`config.mk`:
```
export PLATFORM = sky130hd
export DESIGN_NAME = alu_share_arbiter
export DESIGN_NICKNAME = d
export VERILOG_FILES = /design/src/rtl/alu_share_arbiter_pkg.sv /design/src/rtl/alu_share_arbiter_rr_arbiter.sv /design/src/rtl/alu_share_arbiter.sv
export SDC_FILE = /design/constraint.sdc
export NUM_CORES = 1
export LEC_CHECK = 0
export ABC_AREA = 1
export CAP_MARGIN = 0
export CELL_PAD_IN_SITES_DETAIL_PLACEMENT = 1
export CELL_PAD_IN_SITES_GLOBAL_PLACEMENT = 1
export CORE_UTILIZATION = 40
export CTS_CLUSTER_SIZE = 28
export DETAILED_ROUTE_END_ITERATION = 10
export PLACE_DENSITY = 0.93
export SLEW_MARGIN = 20
export SYNTH_ARGS = -nofsm -noshare
export SYNTH_HDL_FRONTEND = slang
export SYNTH_SLANG_ARGS = --single-unit
```
`constraint.sdc`:
```
create_clock -name clk -period 6.4 [get_ports clk]
set_input_delay 1.28 -clock clk [delete_from_list [all_inputs] [get_ports clk]]
set_output_delay 1.28 -clock clk [all_outputs]
set_load 0.02 [all_outputs]
```
`src/rtl/alu_share_arbiter_pkg.sv`:
```
// Shared request bundle, ALU function encoding and the combinational ALU
// used by every execute-stage unit that borrows the integer datapath.
package alu_share_arbiter_pkg;

    localparam int XLEN    = 32;
    localparam int FUNCT_W = 4;

    typedef logic [XLEN-1:0] int_reg_t;

    typedef enum logic [FUNCT_W-1:0] {
        FN_ADD  = 4'd0,
        FN_SUB  = 4'd1,
        FN_SLL  = 4'd2,
        FN_SLT  = 4'd3,
        FN_SLTU = 4'd4,
        FN_XOR  = 4'd5,
        FN_SRL  = 4'd6,
        FN_SRA  = 4'd7,
        FN_OR   = 4'd8,
        FN_AND  = 4'd9
    } alu_funct_t;

    typedef struct packed {
        int_reg_t   op1;
        int_reg_t   op2;
        alu_funct_t funct;
    } alu_req_t;

    // Unused encodings deliberately produce zero rather than X.
    function automatic int_reg_t alu_compute(input alu_req_t r);
        int_reg_t   res;
        logic [4:0] shamt;
        shamt = r.op2[4:0];
        case (r.funct)
            FN_ADD:  res = r.op1 + r.op2;
            FN_SUB:  res = r.op1 - r.op2;
            FN_SLL:  res = r.op1 << shamt;
            FN_SLT:  res = {{(XLEN-1){1'b0}}, ($signed(r.op1) < $signed(r.op2))};
            FN_SLTU: res = {{(XLEN-1){1'b0}}, (r.op1 < r.op2)};
            FN_XOR:  res = r.op1 ^ r.op2;
            FN_SRL:  res = r.op1 >> shamt;
            FN_SRA:  res = int_reg_t'($signed(r.op1) >>> shamt);
            FN_OR:   res = r.op1 | r.op2;
            FN_AND:  res = r.op1 & r.op2;
            default: res = {XLEN{1'b0}};
        endcase
        return res;
    endfunction

endpackage

```
`src/rtl/alu_share_arbiter_rr_arbiter.sv`:
```
// Round-robin arbiter: combinational one-hot grant starting at the pointer,
// pointer moves past the winner only when the caller strobes advance.
module rr_arbiter #(
    parameter int N = 2
) (
    input  logic                 clk,
    input  logic                 rst_n,
    input  logic [N-1:0]         req,
    input  logic                 advance,
    output logic [N-1:0]         grant,
    output logic [$clog2(N)-1:0] grant_idx
);

    localparam int W = $clog2(N);

    logic [W-1:0] ptr_r;
    logic [W-1:0] ptr_next_s;

    // Scan from the pointer with wrap; first requester found wins.
    always_comb begin : grant_scan
        int   cand;
        logic found;
        logic hit;
        grant     = {N{1'b0}};
        grant_idx = {W{1'b0}};
        found     = 1'b0;
        for (int k = 0; k < N; k++) begin
            cand            = int'(ptr_r) + k;
            cand            = (cand >= N) ? (cand - N) : cand;
            hit             = ~found & req[cand];
            grant[cand]     = grant[cand] | hit;
            grant_idx       = hit ? cand[W-1:0] : grant_idx;
            found           = found | hit;
        end
    end

    // Next pointer is one past the winner, wrapping N-1 back to 0.
    always_comb begin
        ptr_next_s = (grant_idx == W'(N-1)) ? {W{1'b0}} : (grant_idx + W'(1));
    end

    // Pointer register.
    always_ff @(posedge clk or negedge rst_n) begin
        if (!rst_n) begin
            ptr_r <= {W{1'b0}};
        end else if (advance) begin
            ptr_r <= ptr_next_s;
        end else begin
            ptr_r <= ptr_r;
        end
    end

endmodule

```
`src/rtl/alu_share_arbiter.sv`:
```
// One ALU shared by NUM_REQ requesters through a round-robin arbiter, with a
// one-entry output register returning the result, source index and tag.
module alu_share_arbiter
    import alu_share_arbiter_pkg::*;
#(
    parameter int NUM_REQ = 2,
    parameter int TAG_W   = 5
) (
    input  logic                                  clk,
    input  logic                                  rst_n,
    input  logic                                  flush,
    input  logic [NUM_REQ-1:0]                    req_valid,
    output logic [NUM_REQ-1:0]                    req_ready,
    input  logic [NUM_REQ-1:0][XLEN-1:0]          req_op1,
    input  logic [NUM_REQ-1:0][XLEN-1:0]          req_op2,
    input  logic [NUM_REQ-1:0][FUNCT_W-1:0]       req_funct,
    input  logic [NUM_REQ-1:0][TAG_W-1:0]         req_tag,
    output logic                                  rsp_valid,
    input  logic                                  rsp_ready,
    output logic [XLEN-1:0]                       rsp_result,
    output logic [$clog2(NUM_REQ)-1:0]            rsp_src,
    output logic [TAG_W-1:0]                      rsp_tag
);

    localparam int SRC_W = $clog2(NUM_REQ);

    logic [NUM_REQ-1:0] grant_s;
    logic [SRC_W-1:0]   grant_idx_s;
    logic               can_accept_s;
    logic               accept_s;
    alu_req_t           sel_req_s;
    logic [TAG_W-1:0]   sel_tag_s;
    int_reg_t           alu_result_s;

    logic               rsp_valid_r;
    int_reg_t           rsp_result_r;
    logic [SRC_W-1:0]   rsp_src_r;
    logic [TAG_W-1:0]   rsp_tag_r;

    rr_arbiter #(.N(NUM_REQ)) u_arb (
        .clk       (clk),
        .rst_n     (rst_n),
        .req       (req_valid),
        .advance   (accept_s),
        .grant     (grant_s),
        .grant_idx (grant_idx_s)
    );

    // Flush blocks any accept in the same cycle it empties the slot.
    always_comb begin
        can_accept_s = ~rsp_valid_r | rsp_ready;
        req_ready    = grant_s & {NUM_REQ{can_accept_s & ~flush}};
        accept_s     = |req_ready;
    end

    // One-hot AND-OR mux of the granted request into the single ALU.
    always_comb begin : req_mux
        logic [FUNCT_W-1:0] funct_or;
        sel_req_s.op1 = {XLEN{1'b0}};
        sel_req_s.op2 = {XLEN{1'b0}};
        funct_or      = {FUNCT_W{1'b0}};
        sel_tag_s     = {TAG_W{1'b0}};
        for (int i = 0; i < NUM_REQ; i++) begin
            sel_req_s.op1 = sel_req_s.op1 | (req_op1[i]   & {XLEN{grant_s[i]}});
            sel_req_s.op2 = sel_req_s.op2 | (req_op2[i]   & {XLEN{grant_s[i]}});
            funct_or      = funct_or      | (req_funct[i] & {FUNCT_W{grant_s[i]}});
            sel_tag_s     = sel_tag_s     | (req_tag[i]   & {TAG_W{grant_s[i]}});
        end
        sel_req_s.funct = alu_funct_t'(funct_or);
        alu_result_s    = alu_compute(sel_req_s);
    end

    // Output slot: load on accept (also covers drain+refill), drain on rsp_ready.
    always_ff @(posedge clk or negedge rst_n) begin
        if (!rst_n) begin
            rsp_valid_r  <= 1'b0;
            rsp_result_r <= {XLEN{1'b0}};
            rsp_src_r    <= {SRC_W{1'b0}};
            rsp_tag_r    <= {TAG_W{1'b0}};
        end else if (flush) begin
            rsp_valid_r  <= 1'b0;
        end else if (accept_s) begin
            rsp_valid_r  <= 1'b1;
            rsp_result_r <= alu_result_s;
            rsp_src_r    <= grant_idx_s;
            rsp_tag_r    <= sel_tag_s;
        end else if (rsp_ready) begin
            rsp_valid_r  <= 1'b0;
        end else begin
            rsp_valid_r  <= rsp_valid_r;
        end
    end

    assign rsp_valid  = rsp_valid_r;
    assign rsp_result = rsp_result_r;
    assign rsp_src    = rsp_src_r;
    assign rsp_tag    = rsp_tag_r;

endmodule
```
## Word-level counts from Yosys, hierarchy flattened

Cells that the tools add are included.

| operators by class | value |
|---|---|
| add/subtract/negate cells | 6 |
| $mul | 0 |
| div/mod/pow operators | 0 |
| magnitude comparators | 8 |
| eq/ne operators | 9 |
| shifts and indexed selects | 3 |
| mux-type cells | 25 |
| bitwise gates (word level) | 25 |
| reduce and logical (&&, ||, !) cells | 6 |

Operator list:

| kind | number |
|---|---|
| 32-bit one-hot mux with 10 select lines | 1 |
| 32-bit bitwise AND | 5 |
| 32-bit OR | 3 |
| 32-bit by 1-bit >= comparator with 1-bit output, second input constant | 2 |
| 32-bit by 3-bit < comparator with 1-bit output, second input constant | 2 |
| 32-bit < comparator | 2 |
| 32-bit two-way mux | 2 |
| 32-bit adder | 1 |
| 32-bit by 3-bit >= comparator with 1-bit output, second input constant | 1 |
| 32-bit by 5-bit << shifter with 32-bit output | 1 |
| 32-bit by 5-bit >> shifter with 32-bit output | 1 |
| 32-bit by 5-bit >>> shifter with 32-bit output | 1 |
| 32-bit by 3-bit subtractor with 32-bit output, second input constant | 1 |
| 32-bit subtractor | 1 |
| 32-bit XOR | 1 |
| 1-bit two-way mux | 19 |
| 4-bit by 3-bit equality test with 1-bit output, second input constant | 4 |
| 5-bit bitwise AND | 2 |
| 4-bit bitwise AND | 2 |
| 4-bit by 2-bit equality test with 1-bit output, second input constant | 2 |
| 4-bit equality test, second input constant | 2 |
| 5-bit OR | 1 |
| 2-bit bitwise AND | 2 |
| 4-bit by 1-bit equality test with 1-bit output, second input constant | 1 |
| other kinds (15) | 22 |

| word-level totals | value |
|---|---|
| register bits after elaboration | 40 |
| bits in latches | 0 |
| memory bits (writable) | 0 |
| memory bits (read-only) | 0 |
| logic and storage cells | 87 |
| memories kept | 0 |

## Logic depth before layout (Yosys ltp)

| depth | value |
|---|---|
| word-level depth | 16 |
| gate-level depth with buffers | 25 |
| mapped depth without buffers | 23 |

## Cells and area by module

Synthesis repeated with hierarchy kept, for this count alone.

| unflattened totals | value |
|---|---|
| cell total of the unflattened synthesis | 2456 |
| area, all modules | 12482.0 um^2 |

By module, submodules not included:

| module | times used | cells each | area each (um^2) |
|---|---|---|---|
| alu_share_arbiter | 1 | 2446 | 12416.9 |
| rr_arbiter | 1 | 10 | 65.1 |

## Worst setup path before layout

No wires, ideal clock.

| timing | value |
|---|---|
| path kind | in2reg |
| from | input req_valid[0] |
| to | register rsp_result_r[21], in the netlist rsp_result[21] |
| library setup time | 117 ps |
| data arrival time | 4234 ps |
| required time | 6283 ps |
| slack | 2049 ps |
| stages | 23 |
| path buffers | 5 |
| cell sequence | buf_4 > nand2_2 > nand2_2 > buf_6 > clkbuf_1 > clkbuf_1 > o22ai_1 > ha_1 > clkbuf_1 > nand2_1 > nor2_1 > nand2_1 > inv_1 > nand3_1 > or2_2 > nand3_1 > nand2_1 > nand3_1 > nand2_1 > inv_1 > nand4_1 > nand2_1 > nand2_1 |

| between the ends | value |
|---|---|
| cells in the longest elaborated chain, start to end | 14 |
| elaborated cells between the ends (all ways) | 46 |

Ends and longest elaborated chain:

| element | line | text |
|---|---|---|
| from (decl) | alu_share_arbiter.sv:12 | `input logic [NUM_REQ-1:0] req_valid,` |
| 1-bit two-way mux (not written as such) (3 in a row) | alu_share_arbiter_rr_arbiter.sv:30 | `hit = ~found & req[cand];` |
| 1-bit OR | alu_share_arbiter_rr_arbiter.sv:31 | `grant[cand] = grant[cand] \| hit;` |
| 2-bit bitwise AND (no source line) | -- |  |
| 1-bit two-way mux (not written as such) (3 in a row) | alu_share_arbiter_rr_arbiter.sv:31 |  |
| 1-bit OR | alu_share_arbiter_rr_arbiter.sv:31 |  |
| 2-bit bitwise mux * | alu_share_arbiter_rr_arbiter.sv:31 |  |
| 32-bit bitwise AND, or another cell as far along | alu_share_arbiter.sv:64 | `sel_req_s.op1 = sel_req_s.op1 \| (req_op1[i] & {XLEN{grant_s[i]}});` |
| 32-bit OR, or another cell as far along | alu_share_arbiter.sv:64 |  |
| 32-bit subtractor, or another cell as far along | alu_share_arbiter_pkg.sv:36 | `FN_SUB: res = r.op1 - r.op2;` |
| 32-bit one-hot mux with 10 select lines | alu_share_arbiter_pkg.sv:34 | `case (r.funct)` |
| to (signal assigned) | alu_share_arbiter.sv:77 | `rsp_result_r <= {XLEN{1'b0}};` |
| to (signal assigned) | alu_share_arbiter.sv:84 | `rsp_result_r <= alu_result_s;` |
| to (decl) | alu_share_arbiter.sv:36 | `int_reg_t rsp_result_r;` |

Mark *: on every way between the ends. The rest lies on a longest branch, timed or not. The select of a mux whose other input is x is not followed.
A chain may end at the register's enable or synchronous reset.

## Worst setup path after layout

| timing | value |
|---|---|
| from | input req_valid[1] |
| to | register rsp_result_r[11], in the netlist rsp_result[11] |

The elaborated chain is that of the path after synthesis.

==> qor.txt <==
==================================================================================
Result of the run ................................................... finished, final reports clean
Remaining number of nets flagged by the antenna check after routing .            0
I/O pins ............................................................          193
Most common cell after layout, fill and taps aside .................. sky130_fd_sc_hd__nand2_1
Gate count after technology mapping .................................         2367
Util after Layout ...................................................       48.49%
Power density relative to cell area ................................. 267.8 nW/µm²
Number of distinct library cells after synthesis ....................           48
Fraction of registers with async set or reset after synthesis .......       100.0%
Number of storage elements in the synthesis netlist .................           40
Area of the placeable core ..........................................    29950 µm²
Relative slew slack .................................................       37.84%
Growth of design area from synthesis to finish ......................       18.05%
Post-synthesis sequential area ratio ................................       8.135%
Syn Std Cell Area ...................................................    12300 µm²
Slew at the pin with the worst max-slew slack .......................    0.9314 ns
Dpl hpwl ............................................................     58480 µm
Final #Nets .........................................................         2731
Max frequency .......................................................    158.7 MHz
Period utilisation layout ...........................................       98.46%
First DRT Iteration DRCs ............................................         2757
Tot GR Track Use ....................................................       46.49%
Cell repeated most along the worst path ............................. sky130_fd_sc_hd__a21oi_1
Inst Count DP .......................................................         2860
EDFF count, synth ...................................................            0
Post-synth top flop ................................................. sky130_fd_sc_hd__dfrtp_1
Initial Util ........................................................       41.08%
Biggest area contributors in the synthesized netlist ................ sky130_fd_sc_hd__nand2_1 (22%), sky130_fd_sc_hd__nand3_1 (19%), sky130_fd_sc_hd__ha_1 (10%)
Avg Inst Size Synth .................................................    5.198 µm²
Post-cts hold buffer count ..........................................            0
Worst Path Arrival ..................................................      6.49 ns
Finished layout cell area ...........................................    14530 µm²
Resized cells post-CTS ..............................................            0
CP Data Required Time ...............................................      6.59 ns
Number of placement rows ............................................           63
Total negative slack for setup checks ...............................         0 ns
Kind of start point of the critical path ............................   input port
CTS H-Tree Depth ....................................................            2
Worst clock skew on the final layout ................................  0.008472 ns
Layout cell share with drive strength beyond 1 ......................       3.188%
Grt total ovfl ......................................................            0
Average wire length per cell after detail routing ...................     26.03 µm
IR drop worst, VDD ..................................................    0.1115 mV
Final number of hold-violating endpoints ............................            0
Root Driver ......................................................... sky130_fd_sc_hd__clkbuf_16
Iteration count of the initial detailed-routing pass ................            7
Total CTS buffers ...................................................            5
Tot Pwr .............................................................     3.890 mW
Largest incremental delay on the critical path ......................      0.73 ns
Number of warnings printed during yosys synthesis ...................            0
Area leader, netlist ................................................ sky130_fd_sc_hd__nand2_1
Filler-free cell count of the finished design .......................         2870
Number of remaining DRC errors ......................................            0
Filler cells ........................................................         4431
Post-synth net total ................................................         2621
Number of clock sinks seen by CTS ...................................           40
Vias in the first global route ......................................        18750
Number of buffers inserted by post-CTS setup repair .................            0
Final GP Congestion .................................................        1.193
Post-route minimum period ...........................................     6.301 ns
Post-place instance area ............................................    14350 µm²
Antenna violations before repair ....................................            5
Setup repair after global routing missed its margin .................        false
Routed Wire Length ..................................................     74710 µm
CTS clock-pin slew for the worst setup and hold paths ...............      0.07 ns
Cell breakdown of the critical path ................................. clkdlybuf4s50_1 -> nand2_2 -> nand2_4 -> buf_4 -> o22ai_1 -> ha_1 -> inv_1 -> a21oi_1 -> inv_1 -> a21oi_1 -> nand3_1 -> o21ai_0 -> a21oi_1 -> nor2_1 -> nand3_1 -> o21ai_1 -> nand2_1
Max-slew violation total from the final report ......................            0
Family with the most delay on the worst path ........................ compound AO/OA/AOI/OAI gates
Avg Vias per Cell ...................................................        6.536
Die height ..........................................................     177.4 µm
Die ar. .............................................................    31470 µm²
Max-Cap Viols .......................................................            0
CTS tree ............................................................        built
Critical path type ..................................................    in -> reg
Width of the die ....................................................     177.4 µm
Insertion delay to the later sink of the worst-skew pair ............      0.31 ns
Count of port buffers added during placement ........................          192
Critical path capture point type ....................................     register
Number of buffers between clock root and the deepest sink ...........            2
Peak fanout along the critical path .................................           23
WHS .................................................................    0.4905 ns
Final WS setup ......................................................   0.09870 ns
Minimum setup slack after placement .................................    0.6145 ns
Area share of the largest cell type after synthesis .................       22.21%
Endpoints failing setup .............................................            0
Most frequent cells in the layout ................................... sky130_fd_sc_hd__nand2_1 (728), sky130_fd_sc_hd__nand3_1 (456), sky130_fd_sc_hd__inv_1 (283), sky130_fd_sc_hd__clkdlybuf4s50_1 (191), sky130_fd_sc_hd__nor2_1 (190)
Min-delay worst type ................................................   reg -> reg
Cell leakage power ..................................................     7.432 nW
Buffers and inverters on the worst path .............................            4
Largest net degree at the start of global routing ...................           70
Vias after detailed routing .........................................        18760
Global-route wire length before repair ..............................    110100 µm
Cell with the largest stage delay on the worst path ................. sky130_fd_sc_hd__a21oi_1
==================================================================================
==> cell usage after synthesis (4+ instances only) <==
library cell	instances
sky130_fd_sc_hd__a21oi_1	120
sky130_fd_sc_hd__a31oi_1	10
sky130_fd_sc_hd__and2_1	6
sky130_fd_sc_hd__buf_1	4
sky130_fd_sc_hd__buf_2	49
sky130_fd_sc_hd__buf_4	10
sky130_fd_sc_hd__clkbuf_1	43
sky130_fd_sc_hd__dfrtp_1	40
sky130_fd_sc_hd__ha_1	100
sky130_fd_sc_hd__inv_1	283
sky130_fd_sc_hd__inv_2	15
sky130_fd_sc_hd__nand2_1	728
sky130_fd_sc_hd__nand2_2	9
sky130_fd_sc_hd__nand3_1	456
sky130_fd_sc_hd__nand3b_1	10
sky130_fd_sc_hd__nand4_1	36
sky130_fd_sc_hd__nor2_1	191
sky130_fd_sc_hd__nor2_2	4
sky130_fd_sc_hd__nor2_4	4
sky130_fd_sc_hd__nor3_1	16
sky130_fd_sc_hd__o211ai_1	18
sky130_fd_sc_hd__o21a_1	5
sky130_fd_sc_hd__o21ai_0	98
sky130_fd_sc_hd__o21ai_1	30
sky130_fd_sc_hd__o21bai_1	6
sky130_fd_sc_hd__o22ai_1	36
sky130_fd_sc_hd__o22ai_4	4
sky130_fd_sc_hd__or2_2	4
sky130_fd_sc_hd__xor2_1	5
==> sequential cells by signal, summed over array words and instances, names as in the netlist <==
signal / count
u_arb.ptr_r: 1
rsp_valid: 1
rsp_tag: 5
rsp_result: 32
rsp_src: 1
==> layout make-up <==
class	instances	area [µm²]	area share [%]
clock inverter	3	42.54	0.2929
clock buffer	5	125.1	0.8614
tap	390	488.0	3.359
antenna	2	5.005	0.03446
multi-input combinational	1920	9679	66.64
timing repair buffer	211	2062	14.20
inverter	299	1122	7.727
sequential	40	1001	6.891
==> power breakdown <==
part	internal (mW)	switching, mW	leakage [nW]	total, mW
Combinational	0.900	2.20	6.84	3.10
Clock	0.184	0.134	0.0798	0.318
Sequential	0.355	0.114	0.509	0.469
==> final timing paths <==
| path | start | endpoint | slack [ns] | depth (start not counted) |
|---|---|---|---|---|
| worst max-delay path | req_valid[1] | rsp_result[11] | 0.1 | 17 |
| worst min-delay path | rsp_result[2] | rsp_result[2] | 0.49 | 2 |
| worst max register to register | u_arb.ptr_r | rsp_result[11] | 1.15 | 16 |
| worst min register to register | rsp_result[2] | rsp_result[2] | 0.49 | 2 |
| max in group asynchronous | rst_n | rsp_result[28] | 4.97 | 1 |
| min in group asynchronous | rst_n | rsp_result[23] | 0.99 | 1 |
==> metal layers <==
metal  routed length, µm  vias up  track usage, %
met5                 138        -           2.083
met4                6812       10           35.04
met3               10580      500           18.25
met2               31110     1470           69.24
met1               26060     8809           53.24
li1                    -     7970               -
==> kinds of logic (layout without fill, tap and decap cells) <==
kind of cell / count (synthesis) / count (layout) / share of synthesized area (%)
XOR/XNOR: 5 / 5 / 0.3559
other: 0 / 2 / 0
buffers and inverters: 407 / 518 / 13.34
flip-flops: 40 / 40 / 8.135
AO/OA/AOI/OAI: 340 / 340 / 15.77
adder cells (fa/ha/maj): 102 / 102 / 10.49
AND/OR/NAND/NOR: 1473 / 1473 / 51.90
==> tightest hold or removal path, stage by stage, from the launching register on <==
cell,delay (ns)
sky130_fd_sc_hd__dfrtp_1,0.35
sky130_fd_sc_hd__nand2_1,0.06
sky130_fd_sc_hd__nand2_1,0.05
(Power assumes the default switching activity.)
